===== src/rtl/link_id_sequencer_pkg.sv =====
// Shared types and default constants for the link-ID sequencer slice.
package link_seq_pkg;

    typedef enum logic [2:0] {
        IDLE,
        SETUP,
        FIRE,
        TAIL,
        GAP
    } link_seq_state_t;

    localparam int LINK_ID_RESERVED   = 0;
    localparam int DEFAULT_FIFO_DEPTH = 4;
    localparam int DEFAULT_GAP_CYCLES = 1100;
    localparam int DEFAULT_ID_W       = 6;

endpackage


===== src/rtl/link_id_sequencer_if.sv =====
// Request handshake between the MAC side (master) and the link-ID sequencer (slave).
interface link_id_sequencer_if
    import link_seq_pkg::*;
#(
    parameter int ID_W = DEFAULT_ID_W
) ();

    logic            req_valid;
    logic [ID_W-1:0] req_id;
    logic            req_ready;

    modport master (output req_valid, output req_id, input req_ready);
    modport slave  (input req_valid, input req_id, output req_ready);

endinterface


===== src/rtl/link_id_sequencer_fifo.sv =====
// Circular request queue with explicit occupancy count; DEPTH must be a power of two.
module link_id_fifo
    import link_seq_pkg::*;
#(
    parameter int DEPTH = DEFAULT_FIFO_DEPTH,
    parameter int WIDTH = DEFAULT_ID_W
) (
    input  logic                     clk,
    input  logic                     n_rst,
    input  logic                     push_i,
    input  logic [WIDTH-1:0]         push_data_i,
    input  logic                     pop_i,
    output logic [WIDTH-1:0]         pop_data_o,
    output logic                     full_o,
    output logic                     empty_o,
    output logic [$clog2(DEPTH):0]   count_o
);

    localparam int AW    = $clog2(DEPTH);
    localparam int CNT_W = AW + 1;

    logic [WIDTH-1:0] mem_q [DEPTH];
    logic [AW-1:0]    wr_ptr_q;
    logic [AW-1:0]    rd_ptr_q;
    logic [CNT_W-1:0] count_q;
    logic             push_ok;
    logic             pop_ok;

    assign full_o     = (count_q == CNT_W'(DEPTH));
    assign empty_o    = (count_q == '0);
    assign count_o    = count_q;
    assign pop_data_o = mem_q[rd_ptr_q];
    assign push_ok    = push_i && !full_o;
    assign pop_ok     = pop_i && !empty_o;

    // NOTE: storage carries no reset; the count alone decides which entries are valid.
    always_ff @(posedge clk) begin
        if (push_ok) begin
            mem_q[wr_ptr_q] <= push_data_i;
        end
    end

    // Pointers wrap naturally because DEPTH is a power of two.
    always_ff @(posedge clk or negedge n_rst) begin
        if (!n_rst) begin
            wr_ptr_q <= '0;
            rd_ptr_q <= '0;
            count_q  <= '0;
        end else begin
            if (push_ok) begin
                wr_ptr_q <= wr_ptr_q + AW'(1);
            end
            if (pop_ok) begin
                rd_ptr_q <= rd_ptr_q + AW'(1);
            end
            case ({push_ok, pop_ok})
                2'b10:   count_q <= count_q + CNT_W'(1);
                2'b01:   count_q <= count_q - CNT_W'(1);
                default: count_q <= count_q;
            endcase
        end
    end

endmodule


===== src/rtl/link_id_sequencer.sv =====
// Queues link-ID requests and issues them to M_LEN as SETUP/FIRE/TAIL followed by a guard gap.
// Optional early gap termination via mlen_done when LINK_SEQ_DONE_EN is defined.
module link_id_sequencer
    import link_seq_pkg::*;
#(
    parameter int FIFO_DEPTH = DEFAULT_FIFO_DEPTH,
    parameter int GAP_CYCLES = DEFAULT_GAP_CYCLES,
    parameter int ID_W       = DEFAULT_ID_W
) (
    input  logic                          clk,
    input  logic                          n_rst,
    link_id_sequencer_if.slave            req_if,
`ifdef LINK_SEQ_DONE_EN
    input  logic                          mlen_done,
`endif
    output logic [ID_W-1:0]               link_id,
    output logic                          id_enable,
    output logic                          busy,
    output logic [$clog2(FIFO_DEPTH):0]   fifo_count,
    output logic                          err_zero_id
);

    localparam int              GAP_W       = $clog2(GAP_CYCLES + 1);
    localparam logic [GAP_W-1:0] GAP_LOAD   = GAP_W'(GAP_CYCLES - 1);
    localparam logic [ID_W-1:0] ID_RESERVED = ID_W'(LINK_ID_RESERVED);

    link_seq_state_t state_q, state_d;
    logic [ID_W-1:0]  id_q, id_d;
    logic [GAP_W-1:0] gap_q, gap_d;
    logic [ID_W-1:0]  link_id_q, link_id_d;
    logic             id_enable_q, id_enable_d;
    logic             busy_q, busy_d;
    logic             err_zero_q, err_zero_d;

    logic             req_fire;
    logic             fifo_push;
    logic             fifo_pop;
    logic             fifo_full;
    logic             fifo_empty;
    logic [ID_W-1:0]  fifo_head;
    logic             gap_done;

`ifdef LINK_SEQ_DONE_EN
    assign gap_done = mlen_done;
`else
    assign gap_done = 1'b0;
`endif

    // Ready holds low during reset so nothing is taken before the queue is usable.
    assign req_if.req_ready = n_rst & ~fifo_full;
    assign req_fire         = req_if.req_valid & req_if.req_ready;
    assign fifo_push        = req_fire && (req_if.req_id != ID_RESERVED);
    assign err_zero_d       = req_fire && (req_if.req_id == ID_RESERVED);

    link_id_fifo #(
        .DEPTH (FIFO_DEPTH),
        .WIDTH (ID_W)
    ) u_fifo (
        .clk         (clk),
        .n_rst       (n_rst),
        .push_i      (fifo_push),
        .push_data_i (req_if.req_id),
        .pop_i       (fifo_pop),
        .pop_data_o  (fifo_head),
        .full_o      (fifo_full),
        .empty_o     (fifo_empty),
        .count_o     (fifo_count)
    );

    // NOTE: every always_comb output gets a default first, so no path can infer a latch.
    always_comb begin
        state_d  = state_q;
        id_d     = id_q;
        gap_d    = gap_q;
        fifo_pop = 1'b0;
        case (state_q)
            IDLE: begin
                if (!fifo_empty) begin
                    fifo_pop = 1'b1;
                    id_d     = fifo_head;
                    state_d  = SETUP;
                end
            end
            SETUP: state_d = FIRE;
            FIRE:  state_d = TAIL;
            TAIL: begin
                state_d = GAP;
                gap_d   = GAP_LOAD;
            end
            GAP: begin
                if (gap_done || (gap_q == '0)) begin
                    state_d = IDLE;
                end else begin
                    gap_d = gap_q - GAP_W'(1);
                end
            end
            default: state_d = IDLE;
        endcase

        // Outputs are decoded from the next state so they can be registered without lag.
        link_id_d   = (state_d inside {SETUP, FIRE, TAIL}) ? id_d : '0;
        id_enable_d = (state_d == FIRE);
        busy_d      = (state_d != IDLE);
    end

    // NOTE: state registers use non-blocking assignment so every flop samples pre-edge values.
    always_ff @(posedge clk or negedge n_rst) begin
        if (!n_rst) begin
            state_q     <= IDLE;
            id_q        <= '0;
            gap_q       <= '0;
            link_id_q   <= '0;
            id_enable_q <= 1'b0;
            busy_q      <= 1'b0;
            err_zero_q  <= 1'b0;
        end else begin
            state_q     <= state_d;
            id_q        <= id_d;
            gap_q       <= gap_d;
            link_id_q   <= link_id_d;
            id_enable_q <= id_enable_d;
            busy_q      <= busy_d;
            err_zero_q  <= err_zero_d;
        end
    end

    assign link_id     = link_id_q;
    assign id_enable   = id_enable_q;
    assign busy        = busy_q;
    assign err_zero_id = err_zero_q;

endmodule


===== src/flat_wrapper.sv =====
// flat-port wrapper written by rule: the top's interface ports become plain ports
module link_id_sequencer_flat import link_seq_pkg::*;
#(
    parameter int FIFO_DEPTH = DEFAULT_FIFO_DEPTH,
    parameter int GAP_CYCLES = DEFAULT_GAP_CYCLES,
    parameter int ID_W       = DEFAULT_ID_W
)
  (clk, n_rst, link_id, id_enable, busy, fifo_count, err_zero_id, req_if_req_valid, req_if_req_id, req_if_req_ready);
  link_id_sequencer_if #(.ID_W(ID_W)) req_if_i ();
  input  logic clk;
  input  logic n_rst;
  output logic [ID_W-1:0] link_id;
  output logic id_enable;
  output logic busy;
  output logic [$clog2(FIFO_DEPTH):0] fifo_count;
  output logic err_zero_id;
  input wire logic [$bits(req_if_i.req_valid)-1:0] req_if_req_valid;
  input wire logic [$bits(req_if_i.req_id)-1:0] req_if_req_id;
  output wire logic [$bits(req_if_i.req_ready)-1:0] req_if_req_ready;
  assign req_if_i.req_valid = req_if_req_valid;
  assign req_if_i.req_id = req_if_req_id;
  assign req_if_req_ready = req_if_i.req_ready;
  link_id_sequencer #(.FIFO_DEPTH(FIFO_DEPTH), .GAP_CYCLES(GAP_CYCLES), .ID_W(ID_W)) u_core (.clk(clk), .n_rst(n_rst), .req_if(req_if_i), .link_id(link_id), .id_enable(id_enable), .busy(busy), .fifo_count(fifo_count), .err_zero_id(err_zero_id));
endmodule

===== config.mk =====
export PLATFORM = sky130hd
export DESIGN_NAME = link_id_sequencer_flat
export DESIGN_NICKNAME = d
export VERILOG_FILES = /design/src/rtl/link_id_sequencer_pkg.sv /design/src/rtl/link_id_sequencer_if.sv /design/src/rtl/link_id_sequencer_fifo.sv /design/src/rtl/link_id_sequencer.sv /design/src/flat_wrapper.sv
export SDC_FILE = /design/constraint.sdc
export NUM_CORES = 1
export LEC_CHECK = 0
export CAP_MARGIN = 30
export CORE_MARGIN = 1.5
export CORE_UTILIZATION = 36
export CTS_BUF_LIST = sky130_fd_sc_hd__clkbuf_2 sky130_fd_sc_hd__clkbuf_4 sky130_fd_sc_hd__clkbuf_8
export CTS_CLUSTER_SIZE = 10
export DETAILED_ROUTE_END_ITERATION = 10
export PLACE_DENSITY_LB_ADDON = 0.12
export SETUP_SLACK_MARGIN = 0.3
export SLEW_MARGIN = 15
export SYNTH_ARGS = -nofsm -noshare
export SYNTH_HDL_FRONTEND = slang
export SYNTH_SLANG_ARGS = --single-unit

===== constraint.sdc =====
create_clock -name clk -period 5 [get_ports clk]
set_input_delay 1.25 -clock clk [delete_from_list [all_inputs] [get_ports clk]]
set_output_delay 1.25 -clock clk [all_outputs]
set_load 0.01 [all_outputs]

After elaboration in Yosys (flattened, before gate mapping)
Memories as Yosys holds them, arrays and structs flattened. Cells that the tools add are included.

Word-level logic and storage cells: 59. Register bits: 36. Output and inout port bits: 13. Memory bits (writable): 24. Memories: 1.

Bitwise gates (word level): 3. Reduce and logical (&&, ||, !) cells: 16. Equality and inequality tests: 11. Add/sub/neg operators: 5. Mux-type cells: 13.

Memories: u_core.u_fifo.mem_q (depth 4, bits a word 6, rd ports 1, clocked after Yosys merged registers in 0, write ports 1, line link_id_sequencer_fifo.sv:22) `logic [WIDTH-1:0] mem_q [DEPTH];`.

Operators by type and width (count): $pmux 11 s2 (1); $mux 6 (3); $pmux 3 s5 (1); $eq 3x2->1 const B (4); $logic_not 11->1 (1); $mux 11 (1); $sub 11x1->11 const B (1); $eq 3x1->1 const B (2); $eq 3x3->1 const B (2); $logic_not 3->1 (2); $logic_not 6->1 (1); $mux 3 (2); $pmux 3 s2 (1); $reduce_bool 3->1 (2); $reduce_bool 6->1 (1); $add 2x1->2 const B (2); $logic_and 1x1->1 (4); $mux 1 (4); $reduce_bool 2->1 (2); $add 3x1->3 const B (1); $sub 3x1->3 const B (1); $and 1x1->1 (2); $eq 2x1->1 const B (1); $eq 2x2->1 const B (1); other kinds (4) (5).

Depth between registers and ports, before layout
Gate-level depths: netlist of run 1.

Word-level depth: 8. Mapped depth: 11. Depth with buffers taken out: 10.

Modules after synthesis
A second synthesis of run 1 with hierarchy kept.

Cells, all modules: 183. Area total of the unflattened synthesis: 2621.3 um^2.

By module, submodules not included: link_id_sequencer (times used 1, sequential area each 725.7 um^2, cells each 114, area each 1315.0 um^2); link_id_fifo (times used 1, sequential area each 895.9 um^2, cells each 69, area each 1306.3 um^2).

Worst setup path after synthesis of run 1
No wires, ideal clock.

Kind: in2reg. Start point: input port req_if_req_id[3]. End point: register u_core.u_fifo.count_q[2], in the netlist u_core.u_fifo.count_o[2]. Path slack: 1.995 ns. Buffers on the path: 1. Stages on the path: 11. Arrival time: 2.925 ns. Setup time: 0.079 ns. Cell sequence: nor4_1 nand2_1 and3_1 clkbuf_1 inv_1 ha_1 inv_1 fa_1 xor2_1 nor2_1 xor2_1.

Longest elaborated chain between the ends: 5. Elaborated cells on any way between the ends: 7. Those cells by class: 2 x eq/ne; 1 x mux; 4 x reduce/logical.

RTL lines: start: declaration (line flat_wrapper.sv:18) `input wire logic [$bits(req_if_i.req_id)-1:0] req_if_req_id;`; $reduce_bool 6->1 * (line link_id_sequencer.sv:52) `assign fifo_push = req_fire && (req_if.req_id != ID_RESERVED);`; $logic_and 1x1->1 * (line link_id_sequencer.sv:52); $logic_and 1x1->1 * (line link_id_sequencer_fifo.sv:33) `assign push_ok = push_i && !full_o;`; $eq 2x1->1 or $eq 2x2->1 (tied branches) (line link_id_sequencer_fifo.sv:56) `case ({push_ok, pop_ok})`; $pmux 3 s2 or $reduce_bool 2->1 (tied branches); end signal: assignment (line link_id_sequencer_fifo.sv:57) `2'b10: count_q <= count_q + CNT_W'(1);`; end signal: assignment (line link_id_sequencer_fifo.sv:58) `2'b01: count_q <= count_q - CNT_W'(1);`; end signal: assignment (line link_id_sequencer_fifo.sv:59) `default: count_q <= count_q;`; end: declaration (line link_id_sequencer_fifo.sv:25) `logic [CNT_W-1:0] count_q;`.

Every way passes the cells marked *; elsewhere a longest branch is shown, timed or not. A chain may end at the register's enable or synchronous reset.

Worst setup path in the final report of run 1
Start point: input port n_rst. End point: output port req_if_req_ready.

Longest elaborated chain between the ends: 1.

RTL lines: start: declaration (line flat_wrapper.sv:11) `input logic n_rst;`; $and 1x1->1 (line link_id_sequencer.sv:50) `assign req_if.req_ready = n_rst & ~fifo_full;`; end: declaration (line flat_wrapper.sv:19) `output wire logic [$bits(req_if_i.req_ready)-1:0] req_if_req_ready;`.

Every way passes these cells.

==> impl_metrics.py, run 1 <==
metrics = {
    "status": {
        "status": "finished, final reports clean",
    },
    "critical_path": {
        "crit_slowest_cell": "clkdlybuf4s50_1",
        "worstSetupEndpoint": "req_if_req_ready",
        "reg2reg_from": "u_core.state_q[0]$_DFF_PN0_",
        "required_ns": 3.75,
        "start_kind": "input pin",
        "end_kind": "output pin",
        "worstSetupPathType": "input pin to output pin",
        "worstPathArrival_ns": 2.25,
        "critPathMaxStageDelay_ns": 0.60,
        "path_buf_inv": 3,
        "crit_family": "buffers and inverters",
        "crit_path_start": "n_rst",
        "rr_worst_depth": 8,
        "cp_num_cells": 4,
        "r2r_slack_ns": 2.64,
        "critPathMaxFanout": 3,
        "r2r-end": "u_core.u_fifo.count_o[2]$_DFFE_PN0P_",
        "cp_cell_sequence": "buf_2 > inv_1 > a31oi_1 > clkdlybuf4s50_1",
    },
    "yosys": {
        "synth_edf_count": 24,
        "synth-seq-area-share": 0.623,
        "synthMuxAreaShare": 0.102,
        "synth_top_family_by_area": "simple AND/OR/NAND/NOR gates",
        "yosysWarnings": 0,
        "syn_nets": 202,
        "synth_async_sr_flop_share": 0.600,
        "synth_seq_cells": 60,
        "synth_flop_cell": "dfrtp_1",
        "syn_area_per_cell_um2": 14.0,
        "yosysUniqueCellTypes": 44,
        "synthAdderAreaFrac": 0.0365,
        "syn_area_um2": 2600,
        "synth_compound_area_frac": 0.0462,
        "syn_inst": 186,
        "yosys.area_share.simple": 0.128,
        "synth_xor_area_frac": 0.0269,
    },
    "route": {
        "wl_met1_um": 2130,
        "wl_per_cell_um": 15.0,
        "routed_wirelength_um": 4720,
        "drtPass1Iterations": 4,
        "ant_nets": 0,
        "drtIter0Drc": 70,
        "wl_met3_um": 122,
        "drc": 0,
        "wl_met2_um": 2390,
        "routed.top_layer": "met4",
        "route.vias.total": 1470,
        "viasPerCell": 4.68,
    },
    "timing": {
        "period_minus_slack_ns": 3.50,
        "post-route-period-util": 0.701,
        "max_slew_margin": 0.537,
        "setup_viol": 0,
        "finalHoldViolations": 0,
        "slew_violations": 0,
        "tns_ns": 0,
        "tightest_slew_ns": 0.687,
        "skew_ns": 0.00796,
        "fmax_mhz": 285,
        "rsz0062_at_grt": "no",
    },
    "power": {
        "power.leakage_uw": 0.00121,
        "vdd_drop_max_uv": 199,
        "cellPowerDensity_nw_per_um2": 558,
    },
    "cts": {
        "cts_buffers": 9,
        "cts_root_buffer": "clkbuf_8",
        "cts_setup_buffers": 0,
        "cts_sinks": 60,
        "cts_buffer_depth": 2,
        "clock_latency_ns": 0.33,
        "cts-htree-levels": 3,
        "cts_resized": 0,
        "clkTransAtPathRegs_ns": 0.07,
        "cts_tree": "done",
        "cts_hold_buf": 0,
    },
    "global_route": {
        "grt-ovfl-total": 0,
        "track_usage": 0.137,
        "grt_max_degree": 37,
        "grt_pass1_wl_um": 7620,
        "antenna_found_initial": 0,
        "grt_pass1_vias": 1546,
    },
    "placed_design": {
        "port-buffer-count": 21,
        "gp_congestion": 0.867,
        "hpwlAfterDp_um": 3300,
        "dpl_cell_area_um2": 2900,
    },
    "layout": {
        "finalInstanceArea_um2": 3080,
        "nets": 229,
        "area_delta_synth_final_pct": 18.2,
        "drive_above_1_share": 0.174,
        "num-fill-cells": 628,
        "final_common_cell": "dfrtp_1",
        "final_cell_mix": "dfrtp_1, edfxtp_1, clkdlybuf4s50_1",
        "diodes": 0,
    },
    "flow_run": {
        "maxCapViolCount": 0,
    },
    "floorplan": {
        "die_area_um2": 7750,
        "die_h_um": 88.0,
        "start_util": 0.377,
        "die_w_um": 88.0,
        "core_um2": 6910,
        "ioPinCount": 22,
        "rows": 30,
    },
    "min_path": {
        "holdCritPathClass": "register to register",
    },
}
[worst min path at each step]
stage / startpoint / end / slack (ns) / cells after the start
CTS: u_core.id_q[1]$_DFF_PN0_ / u_core.id_q[1]$_DFF_PN0_ / 0.49 / 1
floorplan: u_core.id_q[0]$_DFF_PN0_ / u_core.id_q[0]$_DFF_PN0_ / 0.46 / 1
global route: u_core.id_q[1]$_DFF_PN0_ / u_core.id_q[1]$_DFF_PN0_ / 0.51 / 1
detailed placement: u_core.id_q[2]$_DFF_PN0_ / u_core.id_q[2]$_DFF_PN0_ / 0.47 / 1
finish: u_core.id_q[1]$_DFF_PN0_ / u_core.id_q[1]$_DFF_PN0_ / 0.49 / 1
global placement: u_core.id_q[1]$_DFF_PN0_ / u_core.id_q[1]$_DFF_PN0_ / 0.48 / 1
[kinds of logic (layout without fill, tap and decap cells)]
kind of cell               after synthesis  in the layout
xor gates and xnor gates                 8              8
buffers and inverters                   19             51
adders and majority gates                7              7
and+or+nand+nor                         58             58
DFF                                     60             60
muxes                                   16             16
AOI/OAI and AO/OA                       18             18
[stage by stage]
stage,setup WS [ns],power (uW),hold WS [ns],std cells,util
after floorplan,2.00,1170,0.464,186,-
after global placement,1.35,1320,0.479,298,0.420
after detailed placement,1.27,1350,0.475,298,0.420
after CTS,1.47,1740,0.493,314,0.445
after global routing,1.42,1820,0.507,314,0.445
final,1.50,1710,0.493,314,0.445
[sequential cells by signal, summed over array words and instances (netlist names)]
name and cells:
u_core.u_fifo.wr_ptr_q 2, u_core.state_q 3, u_core.link_id 6, u_core.gap_q 11
u_core.u_fifo.count_o 3, u_core.id_enable 1, u_core.err_zero_id 1, u_core.id_q 6
u_core.u_fifo.mem_q 24, u_core.u_fifo.rd_ptr_q 2, u_core.busy 1
[Yosys cell counts, types with 2 or more instances]
cell	n	share of area
mux2_4	6	0.035
inv_1	12	0.017
nor3b_1	2	0.0058
nand3_1	3	0.0058
nor3_1	6	0.012
nand2_1	11	0.016
edfxtp_1	24	0.28
a21oi_1	4	0.0077
clkbuf_1	2	0.0029
xor2_1	3	0.010
mux2i_1	3	0.012
o31ai_1	2	0.0058
and2_1	10	0.024
nor4_1	3	0.0072
o21ai_0	4	0.0077
dfrtp_1	36	0.35
xnor2_1	5	0.017
mux4_2	6	0.052
ha_1	6	0.029
nand3b_1	2	0.0058
a211o_1	2	0.0067
nor2_1	12	0.017
[layer usage]
layer | up-vias | global-route usage
li1 | 729 | -
met1 | 708 | 0.171
met2 | 24 | 0.215
met3 | 9 | 0.0368
met4 | 0 | 0.0781
met5 | - | 0
[area by class of cell]
cell class              instances  area (um2)  share of cell area
flip-flops and latches         60        1620               0.527
clock inverters                 7        51.3              0.0167
repair buffers                 22         213              0.0692
multi-input cells             107         885               0.288
inverters                      13        61.3              0.0199
well taps                      96         120              0.0391
clock buffers                   9         124              0.0403
[where the power goes]
group	total, uW	leakage, uW	switching [uW]	internal [uW]
combinational	570	0.000474	251	319
sequential	763	0.000653	118	644
clock	382	0.0000856	201	181
Note: power is estimated with default switching activity, not from simulation.
==> run 2: changes to the inputs <==
Clock period 5 ns to 3 ns, I/O delays scaled along.
==> impl_metrics.py, run 2 (same netlist as run 1, synthesis figures left out) <==
metrics = {
    "power": {
        "power.leakage_uw": 0.00128,
        "vdd_drop_max_uv": 302,
        "p_comb_frac": 0.324,
        "clkPwrFrac": 0.246,
        "p_switching_uw": 957,
        "seqPwrFrac": 0.431,
        "cellPowerDensity_nw_per_um2": 941,
        "power_uw": 2960,
        "swShare": 0.323,
        "intPower_uw": 2010,
    },
    "timing": {
        "tightest_slew_ns": 0.705,
        "rsz0062_at_grt": "no",
        "whs_ns": 0.490,
        "finalHoldViolations": 0,
        "period_minus_slack_ns": 2.54,
        "max_slew_margin": 0.525,
        "post-route-period-util": 0.848,
        "tns_ns": 0,
        "setup_viol": 0,
        "skew_ns": 0.00762,
        "fmax_mhz": 393,
        "slew_violations": 0,
    },
    "floorplan": {
        "die_h_um": 88.0,
        "core_um2": 6910,
        "die_w_um": 88.0,
        "die_area_um2": 7750,
        "rows": 30,
        "start_util": 0.377,
        "ioPinCount": 22,
    },
    "critical_path": {
        "worstPathArrival_ns": 2.79,
        "critPathMaxFanout": 2,
        "rr_worst_depth": 8,
        "required_ns": 3.25,
        "end_kind": "register",
        "start_kind": "input pin",
        "worstSetupPathType": "input pin to register",
    },
    "cts": {
        "cts_root_buffer": "clkbuf_8",
        "cts_sinks": 60,
        "clkTransAtPathRegs_ns": 0.07,
        "cts_buffers": 9,
        "cts-htree-levels": 3,
        "cts_buffer_depth": 2,
        "cts_tree": "done",
        "cts_hold_buf": 0,
        "clock_latency_ns": 0.33,
        "cts_setup_buffers": 0,
    },
    "route": {
        "viasPerCell": 4.69,
        "drtPass1Iterations": 4,
        "drtIter0Drc": 93,
        "drc": 0,
        "wl_per_cell_um": 14.9,
        "wl_met3_um": 195,
        "routed_wirelength_um": 4750,
        "wl_met2_um": 2360,
        "route.vias.total": 1497,
        "wl_met1_um": 2150,
        "ant_nets": 0,
        "routed.top_layer": "met4",
    },
    "layout": {
        "num-fill-cells": 636,
        "diodes": 0,
        "stdcell_count": 319,
        "nets": 234,
        "reg.largest.list": "u_core.u_fifo.mem_q: 24 flops, u_core.gap_q: 11 flops",
        "final_core_util": 0.456,
        "area_delta_synth_final_pct": 21.1,
        "drive_above_1_share": 0.197,
        "largest_register_ffs": 24,
        "multiInputGateArea_um2": 891,
        "largest_register": "u_core.u_fifo.mem_q",
        "register_area_um2": 1620,
        "final_cell_mix": "dfrtp_1, edfxtp_1, clkdlybuf4s50_1",
        "final_common_cell": "dfrtp_1",
    },
    "flow_run": {
        "maxCapViolCount": 0,
    },
    "placed_design": {
        "port-buffer-count": 21,
        "place_inst": 303,
        "gp_congestion": 0.804,
        "hpwlAfterDp_um": 3310,
    },
    "global_route": {
        "antenna_found_initial": 0,
        "grt_max_degree": 37,
        "grt-ovfl-total": 0,
        "track_usage": 0.143,
        "grt_pass1_wl_um": 8000,
        "grt_pass1_vias": 1649,
    },
    "min_path": {
        "holdCritPathClass": "input pin to async pin",
    },
    "status": {
        "status": "finished, final reports clean",
    },
}
-- run 2: cell types whose count changed in the layout (fill, tap and decap cells not counted), sizes merged --
cell,before,now
buf,2,7
bufinv,0,1
clkdlybuf4s50,20,17
clkinvlp,2,0
dlymetal6s2s,0,3
inv,13,14
-- run 2: final timing paths --
kind                                                              to  slack, ns                        start
max in group asynchronous                u_core.link_id[1]$_DFF_PN0_       2.16                        n_rst
min in group clk                            u_core.id_q[0]$_DFF_PN0_       0.50     u_core.id_q[0]$_DFF_PN0_
worst min-delay path                     u_core.state_q[0]$_DFF_PN0_       0.49                        n_rst
worst min register to register              u_core.id_q[0]$_DFF_PN0_       0.50     u_core.id_q[0]$_DFF_PN0_
worst max register to register  u_core.u_fifo.count_o[2]$_DFFE_PN0P_       0.61  u_core.state_q[0]$_DFF_PN0_
worst max-delay path            u_core.u_fifo.count_o[2]$_DFFE_PN0P_       0.46             req_if_req_id[5]
-- run 2: through the flow --
stage / instance area, um2 / setup slack (ns)
6_report: 3150 / 0.455
5_1_grt: 3150 / 0.322
4_1_cts: 3140 / 0.328
3_5_place_dp: 2940 / -0.141
3_3_place_gp: 2940 / -0.0355
2_1_floorplan: 2600 / 0.495
-- run 2: power groups by stage --
stage	Combinational, uW	Sequential [uW]	Clock [uW]
CTS	982	1280	750
global route	1080	1310	792
detailed placement	980	1290	0
floorplan	734	1210	0
finish	959	1280	729
global placement	954	1280	0
-- run 2: cell type report --
type	instances	share of cell area
Tap cell	96	0.0381
Multi-Input combinational cell	107	0.283
Sequential cell	60	0.515
Clock buffer	9	0.0393
Clock inverter	7	0.0238
Timing Repair Buffer	27	0.0818
Inverter	13	0.0195
-- run 2: what timing repair did --
item / CTS / global route
resized for setup: 1 / 3
endpoints found under the setup margin: 1 / 1
pin swaps: 1 / 3
gates cloned: 0 / 0
-- run 2: critical path, cell delays in order --
cell and delay [ns]:
clkdlybuf4s50_1 0.45, nor4_2 0.18, nand2_1 0.10, and3_1 0.19, inv_1 0.05, ha_1 0.16, inv_1 0.06, fa_1 0.38
xor2_1 0.17, nor2_1 0.12, xor2_1 0.18
-- run 2: metal layers --
| layer | track usage | vias to the layer above |
|---|---|---|
| met5 | 0 | - |
| met4 | 0.0582 | 0 |
| li1 | - | 728 |
| met3 | 0.0528 | 6 |
| met1 | 0.176 | 728 |
| met2 | 0.228 | 35 |
